<file path="src/rtl/tick_period_checker_pkg.sv">
// Shared timing definitions for the tick period checker: state encoding,
// default period/timeout values shared with the divider terminal counts,
// and a small saturating-increment helper.
package tick_period_checker_pkg;

  typedef enum logic [1:0] {
    WAIT_FIRST = 2'd0,
    ACQUIRE    = 2'd1,
    LOCKED     = 2'd2,
    LOST       = 2'd3
  } state_e;

  localparam int DEF_EXPECTED   = 5;
  localparam int DEF_TIMEOUT    = 16;
  localparam int DEF_LOCK_COUNT = 4;

  // 8-bit increment that holds at 255.
  function automatic logic [7:0] sat_inc8(input logic [7:0] v);
    return (&v) ? v : v + 8'd1;
  endfunction

endpackage

</file>
<file path="src/rtl/tick_interval_counter.sv">
// Saturating interval counter: cleared on every tick (or restart), otherwise
// counts up and holds at all-ones. Flags the cycle in which cnt+1 reaches the
// timeout value.
module tick_interval_counter
  import tick_period_checker_pkg::*;
#(
  parameter int CNT_W   = 32,
  parameter int TIMEOUT = DEF_TIMEOUT
) (
  input  logic             clk,
  input  logic             rst,
  input  logic             load_zero,
  output logic [CNT_W-1:0] cnt,
  output logic             timeout_hit
);

  logic [CNT_W-1:0] cnt_d, cnt_q;
  logic [CNT_W:0]   cnt_inc;

  // Next count: load zero on tick, otherwise saturating increment.
  always_comb begin
    // NOTE: every always_comb output gets a default first so no path can infer a latch.
    cnt_d = cnt_q;
    if (load_zero) begin
      cnt_d = '0;
    end else if (!(&cnt_q)) begin
      cnt_d = cnt_q + CNT_W'(1);
    end
  end

  // Count register with asynchronous active-low reset.
  always_ff @(posedge clk or negedge rst) begin
    // NOTE: sequential state uses non-blocking assignments so all flops update together.
    if (!rst) cnt_q <= '0;
    else      cnt_q <= cnt_d;
  end

  // Widened by one bit so the compare never wraps at saturation.
  assign cnt_inc     = {1'b0, cnt_q} + (CNT_W+1)'(1);
  assign timeout_hit = (cnt_inc == (CNT_W+1)'(TIMEOUT));
  assign cnt         = cnt_q;

endmodule

</file>
<file path="config.mk">
export PLATFORM = sky130hd
export DESIGN_NAME = tick_interval_counter
export DESIGN_NICKNAME = d
export VERILOG_FILES = /design/src/rtl/tick_period_checker_pkg.sv /design/src/rtl/tick_interval_counter.sv
export SDC_FILE = /design/constraint.sdc
export NUM_CORES = 1
export LEC_CHECK = 0
export BUFFER_PORTS_ARGS = -buffer_cell sky130_fd_sc_hd__buf_4
export CORE_MARGIN = 10
export CORE_UTILIZATION = 35
export DETAILED_ROUTE_END_ITERATION = 6
export PLACE_DENSITY = 0.65
export SLEW_MARGIN = 10
export SYNTH_ARGS = -nofsm -noshare
export SYNTH_HDL_FRONTEND = slang
export SYNTH_SLANG_ARGS = --single-unit
export TNS_END_PERCENT = 10
</file>
<file path="constraint.sdc">
create_clock -name clk -period 7.1 [get_ports clk]
set_clock_uncertainty 0.05 [all_clocks]
set_input_delay 0.355 -clock clk [delete_from_list [all_inputs] [get_ports clk]]
set_output_delay 0.355 -clock clk [all_outputs]
set_load 0.01 [all_outputs]
</file>
==> run metrics, run 1 <==
status completed; total power 0.000334 W; delay-heaviest family, CP simple AND/OR/NAND/NOR gates; Pre-Repair DR Iteration Count 4; commonest non-fill, non-tap cell in the layout buf_4; Lkg Pwr 1.06 nW; Final Max Tran Viols 0; nets 275; GR Overflow Total 0; largest net degree at the start of global routing 33; gr usage total 12.2%; Final GP Congestion 0.862; crit path time final roughly 3.6 ns; critical path data required time ~6.7 ns; FILL cells approximately 600; Max Cap Viol 0; ANT nets after route 0; final WL slightly below 6000 um; number of cell rows 28; critical path class register to output pin; Pint roughly 0.00026 W; RSZ-0062 raised after global routing false; # Post-CTS Setup Buffers 0; Initial DRC Count between 200 and 250; crit path launch type register; DRC 0; area share of the largest cell type after synthesis 37.4%; count of final hold-check violations 0; number of port buffers 35; Sink Count 32; cts hold-fix bufs 1; Ant. Diodes 0; vias per cell 5.62; ys async rst share 100%; setup TNS 0 ns; die height a little under 100 um; Die Width slightly below 100 um; wire per inst approximately 17 um; IO Pins 36; Worst Max-Slew Pin Slew about 0.82 ns; CP arrival about 3.2 ns; Starting Density a little over a third; Sw Share a little under a quarter; Synth Register Bits 32; slowest CP cell nor4_2; max FFs per register 32; Crit path top cell by count nand3_1; Psw 0.0000789 W; Post-synth EDFFs 0; first-pass GRT wire length 10100 um; Syn Inst Count approximately 240; WHS just over 0.4 ns; fmax 0.281 GHz; Post-Synthesis Cell Area approximately 0.0021 sq mm; Synth area leader dfrtp_1; final setup fails 0; post-route setup slack approximately 3.5 ns; combinational cell fraction of total power between 4 and 5%; CTS H-tree depth 2; register area ~800 sq um; Flop pwr share 55.9%; worst-path maximum fanout 7; Peak supply drop between 0.05 and 0.06 mV; Area Growth Syn to Fin 17.8%; critical path endpoint category output pin; Avg Inst Size Synth ~9 sq um; layout cells sized above 1 19.6%; vias in the first global route around 1900; CTS tree done; vias about 1900; worst-path cell chain ha_1 -> nand4_4 -> nor4_2 -> nand3_1 -> xor2_1 -> nand3_1 -> nor4_1 -> buf_4; Hold/Removal Path Class input pin to register; register area share after synthesis between 30% and 40%; die area 0.00965 sq mm; worst-skew pair later-pin latency about 0.28 ns; clk slew on worst S/H paths 0.07 ns; syn nets ~240; Max Buffers Root-to-Sink 2; Core ar. 0.00592 sq mm; Multi-input gate area 0.00124 sq mm; Power Density approximately 130 mW/mm^2; Rel. slew slack 45.0%; most frequent cells in the layout buf_4, a21oi_1, dfrtp_1, nand3_1, xor2_1; fin crit share around half; Root Driver clkbuf_8; most area-consuming cells after synthesis dfrtp_1, a21oi_1, xor2_1; crit path buf inv count 1; post-synth cell types 44; Synth Flop Type dfrtp_1; HPWL Detailed roughly 4300 um; clock power share around two fifths; antenna violations before repair 0; CTS Buf Count 5; pre-CTS setup slack around 4 ns; crit-path max cell delay approximately 0.7 ns; post-cts repair resize count 0; Synth Warn # 0
==> synth_stat cells, types with 5 or more instances <==
| master | instances |
|---|---|
| xor2_1 | 16 |
| nand2_1 | 15 |
| a21oi_1 | 32 |
| clkbuf_1 | 6 |
| nand3_1 | 16 |
| buf_2 | 6 |
| nor2_1 | 14 |
| nor4_1 | 5 |
| nand4_1 | 15 |
| nor3_1 | 7 |
| dfrtp_1 | 32 |
| and3_1 | 7 |
| xnor2_1 | 13 |
==> stage by stage <==
step / instance area, sq um / std cells / util (%)
after floorplan: 2140 / 239 / -
after global placement: 2430 / 337 / 41.1
after detailed placement: 2430 / 337 / 41.1
after CTS: 2520 / 345 / 42.6
after global routing: 2520 / 345 / 42.6
final: 2520 / 345 / 42.6
==> cell families (layout without fill, tap and decap cells) <==
kind of cell	Yosys count	in the layout	share of synthesized area, %
buffers and inverters	18	49	4.56
muxes	5	5	2.40
and+or+nand+nor	100	100	27.2
DFF	32	32	37.4
adders and majority gates	2	2	1.17
xor gates and xnor gates	30	30	12.6
AOI/OAI and AO/OA	52	52	14.6
==> power groups by stage <==
stage | clock [W] | combinational [W] | sequential (W)
2_1_floorplan | 0 | 0.00000716 | 0.000190
3_3_place_gp | 0 | 0.0000151 | 0.000190
5_1_grt | 0.000143 | 0.0000172 | 0.000187
6_report | 0.000132 | 0.0000149 | 0.000187
3_5_place_dp | 0 | 0.0000150 | 0.000190
4_1_cts | 0.000138 | 0.0000155 | 0.000187
==> per-layer routing <==
layer,part of all wire [%],vias to the layer above,global-route usage (%)
met5,0,-,0
met4,1.4,0,4.08
met3,4.9,7,3.17
met2,46,39,18.8
met1,47,943,16.1
li1,-,950,-
==> area by class of cell <==
class	count	share of cell area, %
Multi-Input combinational cell	189	49.3
Sequential cell	32	31.8
Timing Repair Buffer	39	11.7
Tap cell	75	3.72
Clock buffer	6	2.88
Inverter	3	0.447
Clock inverter	1	0.199
==> worst paths after layout <==
path	startpoint	depth (start not counted)	to	slack, ns
worst max-delay path	cnt[0]	8	timeout_hit	3.55
worst min-delay path	load_zero	2	cnt[14]	0.41
worst max register to register	cnt[0]	8	cnt[1]	4.20
worst min register to register	cnt[1]	2	cnt[1]	0.62
max in group asynchronous	rst	2	cnt[22]	6.21
min in group asynchronous	rst	2	cnt[1]	0.50
Power figures use the tool's default switching activity.
==> inputs of run 2 (changes only) <==
--- a/config.mk
+++ b/config.mk
@@ -5,6 +5,7 @@
 export SDC_FILE = /design/constraint.sdc
 export NUM_CORES = 1
 export LEC_CHECK = 0
+export ABC_AREA = 1
 export BUFFER_PORTS_ARGS = -buffer_cell sky130_fd_sc_hd__buf_4
 export CORE_MARGIN = 10
 export CORE_UTILIZATION = 35
==> constraint.sdc (replaced) <==
create_clock -name clk -period 3.3 [get_ports clk]
set_clock_uncertainty 0.05 [all_clocks]
set_input_delay 0.165 -clock clk [delete_from_list [all_inputs] [get_ports clk]]
set_output_delay 0.165 -clock clk [all_outputs]
set_load 0.01 [all_outputs]
==> run 2 against run 1 <==
Against the previous run:
- final area rose by 6.4%
- final cell count rose by 34%
- largest cell class unchanged
- hold slack got worse by 0.19 ns
- synthesized cell count rose by 45%
- register-to-register slack got worse by 3.2 ns
- die area rose by 3.7%
- setup slack got worse by 2.8 ns
- clock-buffer cell count rose by 1
- highest routed layer unchanged
- synthesized area rose by 4.6%
- sequential power rose by 110%
- non-clock buffer count fell by 3
- combinational power rose by 130%
==> run metrics, run 2 <==
Rel. slew slack around 56%; crit path launch type register; pre-CTS setup slack ~1.0 ns; max FFs per register 32; wire per inst around 14 um; DRC 0; FILL cells between 600 and 700; Synth area leader dfrtp_1; worst-skew pair later-pin latency approximately 0.29 ns; setup TNS 0 ns; clock power share between 40% and 50%; non-filler cells in the finished layout between 400 and 500; critical path endpoint category output pin; gr usage total between 10% and 20%; number of cell rows 29; fmax between 0.3 and 0.4 GHz; Max Cap Viol 0; post-cts repair resize count 0; post-synth cell types 27; syn nets 352; antenna violations before repair 0; Final GP Congestion 0.905; post-route setup slack around 0.71 ns; crit path time final about 2.6 ns; Initial DRC Count approximately 150; ys async rst share 100%; Syn Inst Count between 300 and 400; Pint 0.000591 W; status completed; IO Pins 36; first-pass GRT wire length 11100 um; register area share after synthesis a little over a third; most frequent cell after synthesis nand2_1; most frequent cells in the layout nand2_1, nor2_1, inv_1, buf_4, dfrtp_1; Lkg Pwr 1.30 nW; Peak supply drop approximately 0.12 mV; GR Overflow Total 0; Psw ~0.00018 W; commonest non-fill, non-tap cell in the layout nand2_1; Synth Flop Type dfrtp_1; most frequent cells after synthesis nand2_1, nor2_1, inv_1; Max Buffers Root-to-Sink 2; Die Width 100 um; final WL between 6000 and 7000 um; Starting Density a little over a third; CTS tree done; vias around 2300; Post-synth EDFFs 0; Synth Warn # 0; critical path class register to output pin; fin crit share between 70% and 80%; Avg Inst Size Synth about 6.5 sq um; vias per cell roughly 4.9; Power Density 286 mW/mm^2; number of port buffers 35; RSZ-0062 raised after global routing false; critical path data required time slightly above 3 ns; Sw Share a little under a quarter; final setup fails 0; vias in the first global route approximately 2300; layout cells sized above 1 approximately 16%; slowest CP cell dfrtp_1; worst-path maximum fanout 6; fin util a little over two fifths; Post-Synthesis Cell Area approximately 0.0022 sq mm; register area 801 sq um; largest net degree at the start of global routing 33; Multi-input gate area about 0.0013 sq mm; count of final hold-check violations 0; crit path buf inv count 1; Flop pwr share between 50% and 60%; Synth Register Bits 32; Area Growth Syn to Fin 19.7%; Sink Count 32; CP arrival between 2 and 2.5 ns; die area 0.0100 sq mm; Core ar. 0.00628 sq mm; delay-heaviest family, CP simple AND/OR/NAND/NOR gates; Pre-Repair DR Iteration Count 5; nets 390; DP Cell Count roughly 450; ANT nets after route 0; HPWL Detailed 5090 um; Hold/Removal Path Class input pin to register; most area-consuming cells after synthesis dfrtp_1, nand2_1, nor2_1; combinational cell fraction of total power under 10%; clk slew on worst S/H paths ~0.07 ns; Root Driver clkbuf_8; area share of the largest cell type after synthesis a little over a third; Ant. Diodes 0; Final Max Tran Viols 0; CTS Buf Count 5; Worst Max-Slew Pin Slew around 0.65 ns; CTS H-tree depth 2; die height 100 um; worst-path cell chain ha_1 -> nand2_2 -> nor2_4 -> nand2_2 -> nor2_1 -> nand3_1 -> nand2_1 -> nand3_1 -> nor2_1 -> nand3_1 -> nor2_1 -> buf_4; crit-path max cell delay about 0.43 ns
==> run 2: cell types whose count changed after synthesis, moves of 6 or more <==
cell / delta
a21oi_1: -32
xor2_1: -14
nand4_1: -14
nand2_1: +118
inv_1: +37
and3_1: -7
nor2_1: +36
a31oi_1: +8
xnor2_1: -12
o21ai_0: +17
nor2_4: +6
==> run 2: cell type report <==
cell class	count	share of cell area, %
Clock buffer	7	3.59
Inverter	41	5.74
Multi-Input combinational cell	269	47.0
Sequential cell	32	29.9
Tap cell	77	3.59
Timing Repair Buffer	36	10.2
==> run 2: power groups by stage <==
stage / clock [W] / sequential (W) / combinational, W
6_report: 0.000332 / 0.000400 / 0.0000349
3_3_place_gp: 0 / 0.000407 / 0.0000345
5_1_grt: 0.000359 / 0.000400 / 0.0000390
4_1_cts: 0.000341 / 0.000400 / 0.0000359
2_1_floorplan: 0 / 0.000408 / 0.0000145
3_5_place_dp: 0 / 0.000407 / 0.0000349
==> run 2: worst reg2reg max path, cell delays in order, from the launching register on <==
cell and delay [ns]:
dfrtp_1 0.43, ha_1 0.31, nand2_2 0.10, nor2_4 0.12
nand2_2 0.12, nor2_4 0.19, nand3_1 0.50, o21ai_0 0.35
==> run 2: per-stage QoR <==
stage               total power, W  hold slack, ns  instance area, sq um
floorplan                 0.000423          -0.181                  2240
global placement          0.000441          0.0812                  2570
detailed placement        0.000442          0.0894                  2570
CTS                       0.000777           0.219                  2680
global route              0.000798           0.237                  2680
finish                    0.000767           0.224                  2680
==> run 2: timing repair <==
action                                  in CTS  in global routing
endpoints found under the hold margin       32                  0
hold buffers                                 1                  0
endpoints found under the setup margin       0                  0
buffers inserted                             0                  0
==> run 2: path summary, 6_finish.rpt <==
kind	from	endpoint	slack (ns)	cells past startpoint
setup / recovery	cnt[1]	timeout_hit	0.71	12
hold / removal	load_zero	cnt[16]	0.22	2
setup reg to reg	cnt[1]	cnt[0]	1.04	7
hold reg to reg	cnt[31]	cnt[31]	0.55	2
max in group asynchronous	rst	cnt[27]	2.58	2
min in group asynchronous	rst	cnt[28]	0.31	2
==> run 2: cell families after synthesis <==
| group | share of synthesized area, % |
|---|---|
| buffers and inverters | 7.93 |
| xor gates and xnor gates | 1.17 |
| and+or+nand+nor | 45.1 |
| adders and majority gates | 1.12 |
| DFF | 35.8 |
| AOI/OAI and AO/OA | 8.94 |
==> run 2: metal layers <==
metal	global-route usage, %	wire, um	share of wire (%)
met5	0	0	0
met3	2.75	361	5.5
met2	22.2	3100	47
met4	4.67	102	1.5
met1	17.3	3060	46
==> inputs of run 3 (changes only) <==
--- a/config.mk
+++ b/config.mk
@@ -5,7 +5,7 @@
 export SDC_FILE = /design/constraint.sdc
 export NUM_CORES = 1
 export LEC_CHECK = 0
-export ABC_AREA = 1
+export ABC_AREA = 0
 export BUFFER_PORTS_ARGS = -buffer_cell sky130_fd_sc_hd__buf_4
 export CORE_MARGIN = 10
 export CORE_UTILIZATION = 35
==> constraint.sdc (replaced) <==
create_clock -name clk -period 2.49 [get_ports clk]
set_clock_uncertainty 0.05 [all_clocks]
set_input_delay 0.1245 -clock clk [delete_from_list [all_inputs] [get_ports clk]]
set_output_delay 0.1245 -clock clk [all_outputs]
set_load 0.01 [all_outputs]
==> run 3 against run 2 <==
Against the previous run:
- the run now ends with setup timing left
- wire length up 6.6%
- setup slack worse by 1.0 ns
- sequential power up 32%
- die area down 3.5%
- first-iteration DRC count up 22%
- critical path depth down 3
- sequential share of layout area down 3.8 points
- non-clock buffer count up 63
- total power up 33%
- final area up 15%
- critical path type unchanged
==> run metrics, run 3 (synthesis gave the netlist of run 1 again) <==
status finished, violations left; failing checks setup timing; die area about 0.0096 sq mm; Root Driver clkbuf_8; Sw Share 23.6%; CTS H-tree depth 2; Die Width ~98 um; gr usage total ~14%; worst reg-to-reg setup slack 0.09 ns; final WL slightly above 7000 um; delay-heaviest family, CP simple AND/OR/NAND/NOR gates; number of port buffers 35; die height 98.2 um; Final Max Tran Viols 0; Initial DRC Count about 190; worst-path cell chain buf_4 -> nand3_1 -> xor2_2 -> or4bb_1 -> nor4_2 -> nand4_1 -> nor4_2 -> buf_4 -> buf_6; max FFs per register 32; fmax 0.360 GHz; final setup fails 1; Peak supply drop approximately 0.18 mV; combinational cell fraction of total power 6.4%; fin util slightly above 50%; Final GP Congestion a little under 1; HPWL Detailed between 4000 and 5000 um; commonest non-fill, non-tap cell in the layout buf_4; critical path endpoint category output pin; layout cells sized above 1 38.4%; Area Growth Syn to Fin 43.8%; worst-path maximum fanout 4; Lkg Pwr about 1.4 nW; Rel. slew slack between 50% and 60%; DRC 0; ANT nets after route 0; vias ~2300; fin crit share 112%; Hold/Removal Path Class input pin to register; most frequent cells in the layout buf_4, a21oi_1, dfrtp_1, nand3_1, nand4_1; vias in the first global route approximately 2200; clk slew on worst S/H paths roughly 0.06 ns; post-route setup slack -0.289 ns; Pint 0.000777 W; largest net degree at the start of global routing 33; critical path data required time approximately 2.3 ns; Pre-Repair DR Iteration Count 5; vias per cell 5.58; worst-skew pair later-pin latency 0.29 ns; Psw between 0.0002 and 0.00025 W; Max Cap Viol 0; Power Density 331 mW/mm^2; CTS Buf Count 5; Flop pwr share between 50% and 60%; IO Pins 36; slowest CP cell or4bb_1; wire per inst between 15 and 20 um; Placement Cell Area between 0.002 and 0.003 sq mm; crit-path max cell delay 0.45 ns; clock power share between 40% and 50%; crit path time final 2.78 ns; Sink Count 32; CTS tree done; GR Overflow Total 0; crit path launch type register; number of cell rows 28; Worst Max-Slew Pin Slew 0.642 ns; crit path buf inv count 3; final instance area a little over 0.003 sq mm; RSZ-0062 raised after global routing true; Ant. Diodes 0; critical path class register to output pin; Starting Density 36.2%; count of final hold-check violations 0; nets 335; Max Buffers Root-to-Sink 2; CP arrival 2.60 ns; Core ar. between 0.005 and 0.006 sq mm; first-pass GRT wire length 11300 um; antenna violations before repair 0
## run 3: power groups by stage
stage                     clock network, W  logic [W]  registers [W]
after floorplan                          0  0.0000204       0.000541
after global placement                   0  0.0000573       0.000537
after detailed placement                 0  0.0000577       0.000538
after CTS                         0.000428  0.0000650       0.000527
after global routing              0.000451  0.0000737       0.000529
final                             0.000423  0.0000653       0.000529
## run 3: final cells by class
type / count / area, sq um
fillers: 561 / 2840
multi-input cells: 189 / 1330
flip-flops and latches: 32 / 803
repair buffers: 99 / 753
well taps: 75 / 93.8
clock buffers: 8 / 90.1
inverters: 3 / 11.3
## run 3: path summary, 6_finish.rpt
path / from / endpoint / cells after the start
setup / recovery: cnt[1] / timeout_hit / 9
hold reg to reg: cnt[31] / cnt[31] / 2
max in group asynchronous: rst / cnt[1] / 2
setup reg to reg: cnt[0] / cnt[1] / 9
hold / removal: load_zero / cnt[1] / 2
min in group asynchronous: rst / cnt[0] / 2
## run 3: per-stage QoR
step | total power, W | TNS [ns] | hold slack (ns) | cells | setup WS (ns)
6_report | 0.00102 | -0.289 | 0.191 | 406 | -0.289
4_1_cts | 0.00102 | -0.211 | 0.186 | 403 | -0.211
3_3_place_gp | 0.000594 | -0.0354 | 0.0398 | 388 | -0.0354
2_1_floorplan | 0.000562 | -0.0601 | -0.221 | 239 | -0.0601
3_5_place_dp | 0.000595 | -0.0544 | 0.0414 | 388 | -0.0544
5_1_grt | 0.00105 | -0.464 | 0.214 | 406 | -0.404
## run 3: what timing repair did
item                                    in CTS  in global routing
setup buffers                                6                  3
resized for setup                            5                 13
endpoints found under the setup margin       1                  4
cloned                                       0                  0
hold endpoints to repair                    32                  0
hold buffers                                 1                  0
pin swaps                                    7                  7
## run 3: per-layer routing
layer	global-route usage [%]	wire length, um
met4	4.74	148
met2	21.9	3320
met1	19.0	3140
met3	2.96	452
met5	0	0
